<file path="config.mk">
export PLATFORM = sky130hd
export DESIGN_NAME = gerador_padrao_vga
export DESIGN_NICKNAME = d
export VERILOG_FILES = /design/src/rtl/gerador_padrao_vga.sv
export SDC_FILE = /design/constraint.sdc
export NUM_CORES = 1
export LEC_CHECK = 0
export CAP_MARGIN = 10
export CORE_UTILIZATION = 45
export DETAILED_ROUTE_END_ITERATION = 8
export PLACE_DENSITY = 0.82
export SLEW_MARGIN = 0
export SYNTH_ARGS = -nofsm -noshare
export SYNTH_HDL_FRONTEND = slang
export SYNTH_SLANG_ARGS = --single-unit
</file>
<file path="constraint.sdc">
create_clock -name clock -period 2.8 [get_ports clock]
set_input_delay 0.56 -clock clock [delete_from_list [all_inputs] [get_ports clock]]
set_output_delay 0.56 -clock clock [all_outputs]
set_load 0.02 [all_outputs]
</file>
<file path="src/rtl/gerador_padrao_vga.sv">
// VGA test-pattern generator: timing counters, registered syncs/DE/RGB, four patterns.
// Define VGA_BORDA_EN to force a one-pixel white alignment border around the active area.
module gerador_padrao_vga #(
   parameter int COLOR_W    = 10,
   parameter int H_ACTIVE   = 640,
   parameter int H_FP       = 16,
   parameter int H_SYNC     = 96,
   parameter int H_BP       = 48,
   parameter int V_ACTIVE   = 480,
   parameter int V_FP       = 10,
   parameter int V_SYNC     = 2,
   parameter int V_BP       = 33,
   parameter int SYNC_POL   = 0,
   parameter int QUAD_TAM   = 200,
   parameter int QUAD_X0    = 220,
   parameter int QUAD_Y0    = 140,
   parameter int VELOCIDADE = 2
) (
   input  logic                                            clock,
   input  logic                                            reset,
   input  logic [1:0]                                      modo,
   input  logic [3*COLOR_W-1:0]                            cor_fundo,
   output logic [$clog2(H_ACTIVE+H_FP+H_SYNC+H_BP)-1:0]    sx,
   output logic [$clog2(V_ACTIVE+V_FP+V_SYNC+V_BP)-1:0]    sy,
   output logic                                            de,
   output logic                                            inicio_quadro,
   output logic                                            vga_hsync,
   output logic                                            vga_vsync,
   output logic [COLOR_W-1:0]                              vga_r,
   output logic [COLOR_W-1:0]                              vga_g,
   output logic [COLOR_W-1:0]                              vga_b
);

   localparam int H_TOTAL = H_ACTIVE + H_FP + H_SYNC + H_BP;
   localparam int V_TOTAL = V_ACTIVE + V_FP + V_SYNC + V_BP;
   localparam int XW      = $clog2(H_TOTAL);
   localparam int YW      = $clog2(V_TOTAL);
   localparam int HS_INI  = H_ACTIVE + H_FP;
   localparam int HS_FIM  = HS_INI + H_SYNC;
   localparam int VS_INI  = V_ACTIVE + V_FP;
   localparam int VS_FIM  = VS_INI + V_SYNC;
   localparam logic POL   = 1'(SYNC_POL);

   assert property (@(posedge clock) (QUAD_TAM < H_ACTIVE) && (QUAD_TAM < V_ACTIVE));

   logic [XW-1:0]        sx_q, sx_d, qx_q, qx_d, px;
   logic [YW-1:0]        sy_q, sy_d, qy_q, qy_d, py;
   logic                 dx_q, dx_d, dy_q, dy_d;   // 1 = moving towards 0
   logic [1:0]           modo_q, modo_d;
   logic                 fim_linha, fim_quadro, ativo, dentro, hs_ativo, vs_ativo;
   logic [2:0]           barra;
   logic [3*COLOR_W-1:0] pix, pix_q;
   logic                 de_q, hs_q, vs_q;

   assign fim_linha  = (sx_q == XW'(H_TOTAL - 1));
   assign fim_quadro = fim_linha && (sy_q == YW'(V_TOTAL - 1));

   always_comb begin
      sx_d = fim_linha ? '0 : sx_q + XW'(1);
      sy_d = sy_q;
      if (fim_linha)
         sy_d = (sy_q == YW'(V_TOTAL - 1)) ? '0 : sy_q + YW'(1);
      modo_d = fim_quadro ? modo : modo_q;
   end

   // Square motion: clamp to the edge and reverse instead of overshooting.
   always_comb begin
      qx_d = qx_q;
      qy_d = qy_q;
      dx_d = dx_q;
      dy_d = dy_q;
      if (fim_quadro && modo_q == 2'd3) begin
         if (!dx_q) begin
            if ({1'b0, qx_q} + (XW+1)'(QUAD_TAM + VELOCIDADE) >= (XW+1)'(H_ACTIVE)) begin
               qx_d = XW'(H_ACTIVE - QUAD_TAM);
               dx_d = 1'b1;
            end else
               qx_d = qx_q + XW'(VELOCIDADE);
         end else begin
            if (qx_q <= XW'(VELOCIDADE)) begin
               qx_d = '0;
               dx_d = 1'b0;
            end else
               qx_d = qx_q - XW'(VELOCIDADE);
         end
         if (!dy_q) begin
            if ({1'b0, qy_q} + (YW+1)'(QUAD_TAM + VELOCIDADE) >= (YW+1)'(V_ACTIVE)) begin
               qy_d = YW'(V_ACTIVE - QUAD_TAM);
               dy_d = 1'b1;
            end else
               qy_d = qy_q + YW'(VELOCIDADE);
         end else begin
            if (qy_q <= YW'(VELOCIDADE)) begin
               qy_d = '0;
               dy_d = 1'b0;
            end else
               qy_d = qy_q - YW'(VELOCIDADE);
         end
      end
   end

   assign ativo    = (sx_q < XW'(H_ACTIVE)) && (sy_q < YW'(V_ACTIVE));
   assign hs_ativo = (sx_q >= XW'(HS_INI)) && (sx_q < XW'(HS_FIM));
   assign vs_ativo = (sy_q >= YW'(VS_INI)) && (sy_q < YW'(VS_FIM));
   assign px       = (modo_q == 2'd3) ? qx_q : XW'(QUAD_X0);
   assign py       = (modo_q == 2'd3) ? qy_q : YW'(QUAD_Y0);
   assign dentro   = (sx_q >= px) && ({1'b0, sx_q} < {1'b0, px} + (XW+1)'(QUAD_TAM)) &&
                     (sy_q >= py) && ({1'b0, sy_q} < {1'b0, py} + (YW+1)'(QUAD_TAM));

   // Bar index floor(sx*8/H_ACTIVE) via constant thresholds on sx*8.
   always_comb begin
      barra = '0;
      for (int i = 1; i < 8; i++)
         if ({sx_q, 3'b000} >= (XW+3)'(i * H_ACTIVE))
            barra = 3'(i);
   end

   always_comb begin
      case (modo_q)
         2'd0:    pix = cor_fundo;
         2'd2:    pix = {{COLOR_W{~barra[1]}}, {COLOR_W{~barra[2]}}, {COLOR_W{~barra[0]}}};
         default: pix = dentro ? '1 : cor_fundo;
      endcase
`ifdef VGA_BORDA_EN
      if (sx_q == '0 || sx_q == XW'(H_ACTIVE - 1) || sy_q == '0 || sy_q == YW'(V_ACTIVE - 1))
         pix = '1;
`endif
   end

   always_ff @(posedge clock) begin
      if (reset) begin
         sx_q   <= '0;
         sy_q   <= '0;
         modo_q <= '0;
         qx_q   <= XW'(QUAD_X0);
         qy_q   <= YW'(QUAD_Y0);
         dx_q   <= 1'b0;
         dy_q   <= 1'b0;
         de_q   <= 1'b0;
         hs_q   <= ~POL;
         vs_q   <= ~POL;
         pix_q  <= '0;
      end else begin
         sx_q   <= sx_d;
         sy_q   <= sy_d;
         modo_q <= modo_d;
         qx_q   <= qx_d;
         qy_q   <= qy_d;
         dx_q   <= dx_d;
         dy_q   <= dy_d;
         de_q   <= ativo;
         hs_q   <= hs_ativo ? POL : ~POL;
         vs_q   <= vs_ativo ? POL : ~POL;
         pix_q  <= ativo ? pix : '0;
      end
   end

   assign sx            = sx_q;
   assign sy            = sy_q;
   assign inicio_quadro = fim_quadro;
   assign de            = de_q;
   assign vga_hsync     = hs_q;
   assign vga_vsync     = vs_q;
   assign vga_r         = pix_q[3*COLOR_W-1:2*COLOR_W];
   assign vga_g         = pix_q[2*COLOR_W-1:COLOR_W];
   assign vga_b         = pix_q[COLOR_W-1:0];

endmodule

</file>
**Word level (Yosys, flattened, before mapping)**

Index checks and enable logic that the tools add are counted.
W data, S select, Z words.

- Add/sub/neg operators: 10
- $mul: 0
- Div/mod/pow operators: 0
- Magnitude comparators: 21
- Equality and inequality tests: 4
- Shift-type cells: 0
- Muxes and demuxes: 26
- Bitwise gates (word level): 4
- Reduce and logical (&&, ||, !) cells: 11

Operators by type and width:

| kind | count |
|---|---|
| $mux W10 | 9 |
| $pmux W30 S2 | 1 |
| $add A10 B8 Y11 const B | 4 |
| $ge A13 B12 Y1 const B | 3 |
| $mux W30 | 1 |
| $ge A13 B11 Y1 const B | 2 |
| $lt A10 B11 Y1 | 2 |
| $add A10 B1 Y10 const B | 2 |
| $add A10 B2 Y10 const B | 2 |
| $eq A10 B10 Y1 const B | 2 |
| $ge A10 B10 Y1 | 2 |
| $le A10 B2 Y1 const B | 2 |
| $lt A10 B10 Y1 const B | 2 |
| $lt A10 B9 Y1 const B | 2 |
| $sub A10 B2 Y10 const B | 2 |
| $mux W3 | 6 |
| $ge A13 B10 Y1 const B | 1 |
| $ge A13 B13 Y1 const B | 1 |
| $ge A11 B10 Y1 const B | 1 |
| $ge A11 B9 Y1 const B | 1 |
| $ge A10 B10 Y1 const B | 1 |
| $ge A10 B9 Y1 const B | 1 |
| $mux W1 | 9 |
| $logic_and A1 B1 Y1 | 8 |
| 4 further kinds | 9 |

- Register bits: 77
- Bits in latches: 0
- Memory bits (writable): 0
- ROM bits: 0
- Input bits: 34
- Output and inout bits: 54
- Logic and storage cells: 87
- Memories kept: 0

**Depth between registers and ports, before layout**

Gate-level depths: netlist of run 1.

- Depth in word-level cells: 10
- Gate-level depth with buffers: 18
- Mapped depth without buffers: 15

**Worst setup path before layout of run 1**

No wires, ideal clock.

- Path type: flip-flop to flip-flop
- From: register modo_q[0]
- To: register pix_q[0]
- Arrival time: 2.843 ns
- Setup slack: -0.131 ns
- Stages on the path, launching flop included: 17
- Buffers on the path: 3
- Period minus slack after synthesis: 2.931 ns
- Cell sequence: dfxtp_1 -> clkbuf_1 -> and2_1 -> clkbuf_1 -> nand2b_1 -> ha_1 -> a21oi_1 -> nand2b_1 -> nand2_1 -> xnor2_1 -> nand2_1 -> ha_1 -> a21oi_1 -> o21ai_1 -> a221o_1 -> clkbuf_1 -> o31ai_1

- Cells in the longest elaborated chain, start to end: 9

Ends and longest elaborated chain:

| what | RTL line | RTL |
|---|---|---|
| start, declared | 49 | `logic [1:0] modo_q, modo_d;` |
| start signal, assigned | 146 | `modo_q <= modo_d;` |
| $eq A2 B2 Y1 | 105, 106 |  |
| $mux W10 | 105 | `assign px = (modo_q == 2'd3) ? qx_q : XW'(QUAD_X0);` |
| $add A10 B8 Y11 | 107 | `assign dentro = (sx_q >= px) && ({1'b0, sx_q} < {1'b0, px} + (XW+1)'(QUAD_TAM)) &&` |
| $lt A10 B11 Y1 | 107 |  |
| $logic_and A1 B1 Y1 (2 in series) | 107 |  |
| $logic_and A1 B1 Y1 | 108 | `(sy_q >= py) && ({1'b0, sy_q} < {1'b0, py} + (YW+1)'(QUAD_TAM));` |
| $mux W30 | 122 | `default: pix = dentro ? '1 : cor_fundo;` |
| $pmux W30 S2 (*) | 119 | `case (modo_q)` |
| end signal, assigned | 154 | `pix_q <= ativo ? pix : '0;` |
| end, declared | 52 | `logic [3*COLOR_W-1:0] pix, pix_q;` |

Every way passes the cells marked *; elsewhere a longest branch is shown, timed or not.
A chain may end at the register's enable or synchronous reset.

**Worst setup path after layout of run 1**

- From: register modo_q[0]
- To: register pix_q[8]

The elaborated chain is that of the path after synthesis.

==> results of run 1 <==
metal layers:
layer / global-route usage, % / vias up
met1: 32.1 / 2704
met5: 0 / -
met3: 4.54 / 28
li1: - / 2789
met2: 41.7 / 182
met4: 7.56 / 0
how the worst max path moves through the flow:
stage / from / to / slack, ns / cells after the start
finish: modo_q[0] / pix_q[8] / 0.13 / 14
global route: modo_q[0] / pix_q[8] / -0.06 / 14
CTS: modo_q[0] / pix_q[8] / 0.02 / 14
detailed placement: modo_q[0] / pix_q[8] / -0.01 / 14
global placement: modo_q[0] / pix_q[8] / 0.08 / 14
floorplan: modo_q[0] / pix_q[0] / 0.005 / 16
cells in the mapped netlist (all sizes together) (2+ instances only):
| cell type | n | area (um^2) |
|---|---|---|
| clkbuf | 46 | 173 |
| nor3b | 2 | 26.3 |
| ha | 46 | 576 |
| o211ai | 8 | 60.1 |
| nand2b | 8 | 50.1 |
| nand3b | 5 | 37.5 |
| dfxtp | 75 | 1500 |
| a31oi | 24 | 150 |
| nor2 | 58 | 218 |
| or4 | 4 | 30.0 |
| xnor2 | 16 | 140 |
| nand4 | 9 | 56.3 |
| a221o | 2 | 20.0 |
| o21ai | 54 | 270 |
| a311oi | 3 | 26.3 |
| or3 | 9 | 61.3 |
| xor2 | 18 | 158 |
| nand4b | 5 | 58.8 |
| buf | 13 | 67.6 |
| a211o | 5 | 43.8 |
| nor3 | 16 | 85.1 |
| nor4 | 5 | 31.3 |
| a21oi | 62 | 310 |
| and3 | 12 | 75.1 |
| inv | 22 | 82.6 |
| nor2b | 15 | 93.8 |
| o21a | 3 | 22.5 |
| and4 | 4 | 37.5 |
| o32ai | 3 | 26.3 |
| a211oi | 10 | 75.1 |
| nand3 | 38 | 190 |
| a31o | 2 | 17.5 |
| o31ai | 15 | 118 |
| a21o | 25 | 188 |
| nand2 | 57 | 214 |
through the flow:
step / cells / setup WS (ns) / TNS, ns / utilization [%] / hold slack [ns]
floorplan: 723 / 0.00474 / 0 / - / 0.471
global placement: 936 / 0.0806 / 0 / 56.9 / 0.518
detailed placement: 936 / -0.0122 / -0.0122 / 56.9 / 0.531
CTS: 952 / 0.0187 / 0 / 59.3 / 0.544
global route: 953 / -0.0582 / -0.253 / 59.8 / 0.547
finish: 953 / 0.130 / 0 / 59.8 / 0.520
logic make-up after synthesis:
logic type | Yosys count
flip-flops | 75
AO/OA/AOI/OAI | 230
other | 1
AND/OR/NAND/NOR | 255
buffers and inverters | 81
XOR/XNOR | 34
adder cells (fa/ha/maj) | 46
power groups by stage:
stage,logic [mW],clock network (mW),registers [mW]
final,0.260,1.07,1.10
after global routing,0.281,1.13,1.10
after CTS,0.256,1.08,1.10
after detailed placement,0.253,0,1.13
after global placement,0.248,0,1.13
after floorplan,0.0991,0,1.16
cell usage in the layout, fill, tap and decap left out, drive strengths merged, types with 2 or more instances in the layout:
cell type and count:
clkdlybuf4s50 86, dfxtp 75, a21oi 62, nor2 58, nand2 57, o21ai 54
ha 46, buf 43, nand3 38, a21o 25, a31oi 24, inv 22
xor2 18, xnor2 16, nor3 16, nor2b 15, o31ai 15, and3 12
a211oi 10, nand4 9, clkbuf 9, or3 9, o211ai 8, nand2b 8
nand3b 5, nor4 5, a211o 5, nand4b 5, or4 4, clkinvlp 4
and4 4, o32ai 3, o21a 3, a311oi 3, clkinv 3, a221o 2
a31o 2, conb 2, nor3b 2
worst register-to-register path, delay by kind of cell (launching register included):
kind / cells / cell delay (ns)
AOI/OAI and AO/OA: 5 / 0.94
adders and majority gates: 2 / 0.52
and+or+nand+nor: 5 / 0.48
DFF: 1 / 0.35
buffers and inverters: 1 / 0.18
xor gates and xnor gates: 1 / 0.12
cell type report:
type / count / area share [%]
flip-flops and latches: 75 / 21.6
clock buffers: 9 / 3.23
inverters: 22 / 1.18
clock inverters: 7 / 0.646
multi-input cells: 567 / 53.3
well taps: 143 / 2.57
repair buffers: 130 / 17.5
registers in the layout, summed over array words and instances (netlist names), 2 cells and up:
name	cells
sx	10
sy	10
modo_q	2
qx_q	9
qy_q	9
pix_q	30
timing repair:
action / 4_1_cts / 5_1_grt
pin swaps: 0 / 1
endpoints found under the setup margin: 6 / 30
resized for setup: 3 / 16
setup buffers: 0 / 1
==> flow_metrics.env, run 1 <==
export IMPL_outcome="complete, no violations"
export IMPL_ys_seq_elements=75
export IMPL_hold_class="flop to flop"
export IMPL_grt_total_usage_pct=24.7
export IMPL_finalMaxSlewViolations=0
export IMPL_r2r_start="modo_q[0]"
export IMPL_drt_pass1_iterations=5
export IMPL_grt_pass1_vias=5227
export IMPL_hold_path_depth=2
export IMPL_switching_share_pct=25.0
export IMPL_worst_path_max_delay_cell="dfxtp_2"
export IMPL_via_count=5703
export IMPL_totalWireLength_um=15600
export IMPL_clock_latency_ns=0.34
export IMPL_p_comb_share_pct=10.7
export IMPL_maxCapViolations=0
export IMPL_worst_ep_arrival_time_ns=2.92
export IMPL_cp_end_kind="flop"
export IMPL_yosysSeqAreaShare_pct=27.4
export IMPL_min_delay_start="qy_q[4]"
export IMPL_path_cells="and2_4 > nand2b_1 > ha_1 > a21oi_2 > nand2b_1 > nand2_1 > xnor2_1 > nand2_1 > ha_1 > a21oi_1 > o21ai_1 > a221o_1 > buf_12 > o31ai_2"
export IMPL_multiInputGateArea_um2=3720
export IMPL_placed_area_um2=6640
export IMPL_hold_end="qy_q[4]"
export IMPL_syn_area_per_cell_um2=7.60
export IMPL_synth_xor_area_share_pct=5.43
export IMPL_hold_viol_final=0
export IMPL_row_count=39
export IMPL_viasPerCell=5.98
export IMPL_vdd_drop_max_v=0.000281
export IMPL_synthCells=722
export IMPL_synth_flop_cell="dfxtp_1"
export IMPL_synthAdderAreaFrac_pct=10.5
export IMPL_critical_path_peak_fanout=30
export IMPL_synth_edf_count=0
export IMPL_holdBufCountCts=0
export IMPL_yosysWarnings=0
export IMPL_cts_sinks=75
export IMPL_portBuffers=87
export IMPL_drt_iter0_drc=392
export IMPL_avgRoutedWirePerCell_um=16.4
export IMPL_async_flop_share_pct=0
export IMPL_ios=88
export IMPL_p_leak_nw=2.83
export IMPL_netSwitchingPower_mw=0.608
export IMPL_top_layer="met4"
export IMPL_critPathKind="flop to flop"
export IMPL_synth_compound_area_share_pct=26.5
export IMPL_hpwlAfterDp_um=11100
export IMPL_fin_worst_skew_ns=0.00829
export IMPL_min_period_over_period_pct=95.4
export IMPL_pwr_share_seq_pct=45.4
export IMPL_synthSimpleGateAreaFrac_pct=24.3
export IMPL_reg2reg_slack_ns=0.13
export IMPL_drc=0
export IMPL_power_mw=2.43
export IMPL_n_antenna_cell=0
export IMPL_cp_data_required_time_ns=3.05
export IMPL_start_util_pct=47.0
export IMPL_reg2reg_depth=14
export IMPL_setup_viol=0
export IMPL_die_area_um2=12600
export IMPL_syn_area_um2=5490
export IMPL_max_stage_delay_ns=0.35
export IMPL_met2_length_um=7670
export IMPL_fillerInstances=1032
export IMPL_layout_nets=885
export IMPL_cpLargestDelayFamily="compound AO/OA/AOI/OAI gates"
export IMPL_fmax_mhz=375
export IMPL_gp_congestion=0.901
export IMPL_wl_met1_um=7010
export IMPL_cts_buffers=9
export IMPL_synth_top_family_by_area="compound AO/OA/AOI/OAI gates"
export IMPL_antenna_found_initial=0
export IMPL_design_area_um2=6970
export IMPL_synthDistinctLibCells=67
export IMPL_synth_area_mux_share_pct=0
export IMPL_seq_area_um2=1510
export IMPL_cp_num_buf_inv=1
export IMPL_clkTransAtPathRegs_ns=0.06
export IMPL_h_tree_depth=3
export IMPL_period_needed_ns=2.67
export IMPL_fp_dieW_um=112
export IMPL_p_int_mw=1.82
export IMPL_drive_gt1_share_pct=10.2
export IMPL_start_kind="flop"
export IMPL_cts_tree="yes"
export IMPL_slew_headroom_pct=63.2
export IMPL_overflow=0
export IMPL_die_y_um=112
export IMPL_grt_max_degree=34
export IMPL_clock_power_share_pct=43.9
export IMPL_route_met3_wl_um=654
export IMPL_clock_tree_root_cell="clkbuf_16"
export IMPL_cts_buffer_depth=2
export IMPL_pwr_density_cell_nw_per_um2=349
export IMPL_drtAntennaViolNets=0
export IMPL_synthToLayoutAreaGrowth_pct=27.1
export IMPL_coreArea_um2=11700
export IMPL_r2r_end="pix_q[8]"
export IMPL_grt_pass1_wl_um=25300
export IMPL_worstMarginPinSlew_ns=0.549
Note: power is estimated with default switching activity, not from simulation.
==> inputs of run 2 (changes only) <==
--- a/config.mk
+++ b/config.mk
@@ -5,7 +5,7 @@
 export SDC_FILE = /design/constraint.sdc
 export NUM_CORES = 1
 export LEC_CHECK = 0
-export CAP_MARGIN = 10
+export CAP_MARGIN = 20
 export CORE_UTILIZATION = 45
 export DETAILED_ROUTE_END_ITERATION = 8
 export PLACE_DENSITY = 0.82
==> results of run 2 <==
Same layout as run 1: the final DEF is identical, and so are final timing and power.
==> inputs of run 3 (changes only) <==
--- a/config.mk
+++ b/config.mk
@@ -7,6 +7,8 @@
 export LEC_CHECK = 0
 export CAP_MARGIN = 20
 export CORE_UTILIZATION = 45
+export CTS_BUF_LIST = sky130_fd_sc_hd__clkbuf_2
+export CTS_CLUSTER_DIAMETER = 100
 export DETAILED_ROUTE_END_ITERATION = 8
 export PLACE_DENSITY = 0.82
 export SLEW_MARGIN = 0
==> constraint.sdc (replaced) <==
create_clock -name clock -period 2.3 [get_ports clock]
set_input_delay 0.46 -clock clock [delete_from_list [all_inputs] [get_ports clock]]
set_output_delay 0.46 -clock clock [all_outputs]
set_load 0.02 [all_outputs]
==> run 3 against run 2 <==
  * The run now ends with setup timing left
  * Via count up 14%
  * Sequential share of layout area down 2.3 points
  * Largest power group unchanged
  * Die area unchanged
==> flow_metrics.env, run 3 (same netlist as run 1, synthesis figures left out) <==
export IMPL_outcome="finished with violations"
export IMPL_violations="setup timing"
export IMPL_synthToLayoutAreaGrowth_pct=44.7
export IMPL_cp_data_required_time_ns=2.82
export IMPL_p_leak_nw=3.45
export IMPL_cts_buffer_depth=2
export IMPL_drtAntennaViolNets=0
export IMPL_min_delay_start="modo[0]"
export IMPL_rsz0062_at_grt="yes"
export IMPL_top_register="pix_q"
export IMPL_setup_viol=32
export IMPL_cts_sinks=75
export IMPL_row_count=39
export IMPL_fillerInstances=816
export IMPL_critical_path_peak_fanout=8
export IMPL_drc=0
export IMPL_p_comb_share_pct=13.9
export IMPL_vdd_drop_max_v=0.000363
export IMPL_h_tree_depth=3
export IMPL_p_int_mw=1.88
export IMPL_fmax_mhz=354
export IMPL_mostFrequentLayoutCells="buf_4, clkdlybuf4s50_1, a21oi_1, dfxtp_1, nor2_1"
export IMPL_overflow=0
export IMPL_wl_met1_um=8040
export IMPL_critPathKind="flop to flop"
export IMPL_start_util_pct=47.0
export IMPL_coreArea_um2=11700
export IMPL_layout_nets=952
export IMPL_worst_ep_arrival_time_ns=3.34
export IMPL_antenna_found_initial=1
export IMPL_worstMarginPinSlew_ns=0.580
export IMPL_hold_path_depth=3
export IMPL_die_area_um2=12600
export IMPL_cp_end_kind="flop"
export IMPL_hold_class="input port to flop"
export IMPL_hold_ws_ns=0.423
export IMPL_netSwitchingPower_mw=0.741
export IMPL_grt_pass1_vias=5628
export IMPL_hpwlAfterDp_um=11600
export IMPL_reg2reg_depth=14
export IMPL_avgRoutedWirePerCell_um=19.8
export IMPL_grt_pass1_wl_um=26500
export IMPL_period_needed_ns=2.82
export IMPL_holdBufCountCts=0
export IMPL_totalWireLength_um=20200
export IMPL_clkTransAtPathRegs_ns=0.25
export IMPL_pwr_density_cell_nw_per_um2=330
export IMPL_grt_total_usage_pct=25.9
export IMPL_drt_pass1_iterations=7
export IMPL_cp_startpoint="modo_q[1]"
export IMPL_power_mw=2.62
export IMPL_grt_max_degree=34
export IMPL_fp_dieW_um=112
export IMPL_die_y_um=112
export IMPL_drive_gt1_share_pct=25.9
export IMPL_slew_headroom_pct=61.1
export IMPL_setup_ws_ns=-0.524
export IMPL_min_period_over_period_pct=123
export IMPL_maxCapViolations=0
export IMPL_clock_power_share_pct=34.9
export IMPL_route_met3_wl_um=1570
export IMPL_finalMaxSlewViolations=0
export IMPL_via_count=6500
export IMPL_viasPerCell=6.37
export IMPL_final_common_cell="buf_4"
export IMPL_clock_latency_ns=0.59
export IMPL_gp_congestion=0.915
export IMPL_start_kind="flop"
export IMPL_hold_viol_final=0
export IMPL_ios=88
export IMPL_r2r_start="modo_q[1]"
export IMPL_clock_tree_root_cell="clkbuf_2"
export IMPL_largest_reg_flops=30
export IMPL_fin_worst_skew_ns=0.0375
export IMPL_switching_share_pct=28.3
export IMPL_cts_buffers=9
export IMPL_cts_tree="yes"
export IMPL_met2_length_um=9530
export IMPL_pwr_share_seq_pct=51.2
export IMPL_drt_iter0_drc=772
export IMPL_portBuffers=87
export IMPL_top_layer="met4"
[run 3: critical path, cell delays in order, from the launching register on]
cell and delay (ns):
dfxtp_2 0.42, and2_4 0.23, nand2b_4 0.08, ha_4 0.16
a21oi_2 0.14, nand2b_1 0.07, nand2_1 0.08, xnor2_1 0.13
nand2_1 0.11, ha_4 0.24, a21oi_2 0.15, o21ai_1 0.12
a221o_2 0.43, clkbuf_16 0.21, o31ai_2 0.17
[run 3: routing by layer]
layer  vias up  GRT usage [%]
met5         -              0
met4         0           11.4
met3       119           3.94
met2       410           43.8
met1      3034           32.8
li1       2937              -
[run 3: path summary, 6_finish.rpt]
kind | to | slack, ns
worst max-delay path | pix_q[8] | -0.52
worst min-delay path | modo_q[0] | 0.42
worst max register to register | pix_q[8] | -0.52
worst min register to register | qx_q[1] | 0.55
[run 3: power groups by stage]
stage | Combinational (mW) | Clock [mW] | Sequential, mW
floorplan | 0.120 | 0 | 1.41
global placement | 0.310 | 0 | 1.37
detailed placement | 0.317 | 0 | 1.37
CTS | 0.319 | 0.906 | 1.35
global route | 0.388 | 0.974 | 1.35
finish | 0.363 | 0.915 | 1.34
[run 3: layout make-up]
type                            instances  area [um^2]  area share (%)
Timing Repair Buffer                  196         1850            23.4
Sequential cell                        75         1530            19.3
Inverter                               22         82.6            1.04
Clock inverter                          7          101            1.28
Multi-Input combinational cell        568         4140            52.2
Clock buffer                            9         45.0           0.567
Tap cell                              143          179            2.25
Antenna cell                            1         2.50          0.0315
[run 3: what timing repair did]
item	in CTS	in global routing
buffers inserted	1	11
cloned	0	8
setup endpoints to repair	38	49
resized for setup	24	122
pin swaps	1	45
[run 3: metrics by stage]
stage          utilization (%)  instance area [um^2]  instances  TNS (ns)  setup slack, ns
2_1_floorplan                -                  5520        723     -8.79           -0.316
3_3_place_gp              60.3                  7030        985     -6.84           -0.309
3_5_place_dp              60.3                  7030        985     -9.50           -0.434
4_1_cts                   62.1                  7240       1002     -5.88           -0.233
5_1_grt                   68.1                  7940       1021    -21.77           -0.763
6_report                  68.1                  7940       1021    -13.84           -0.524
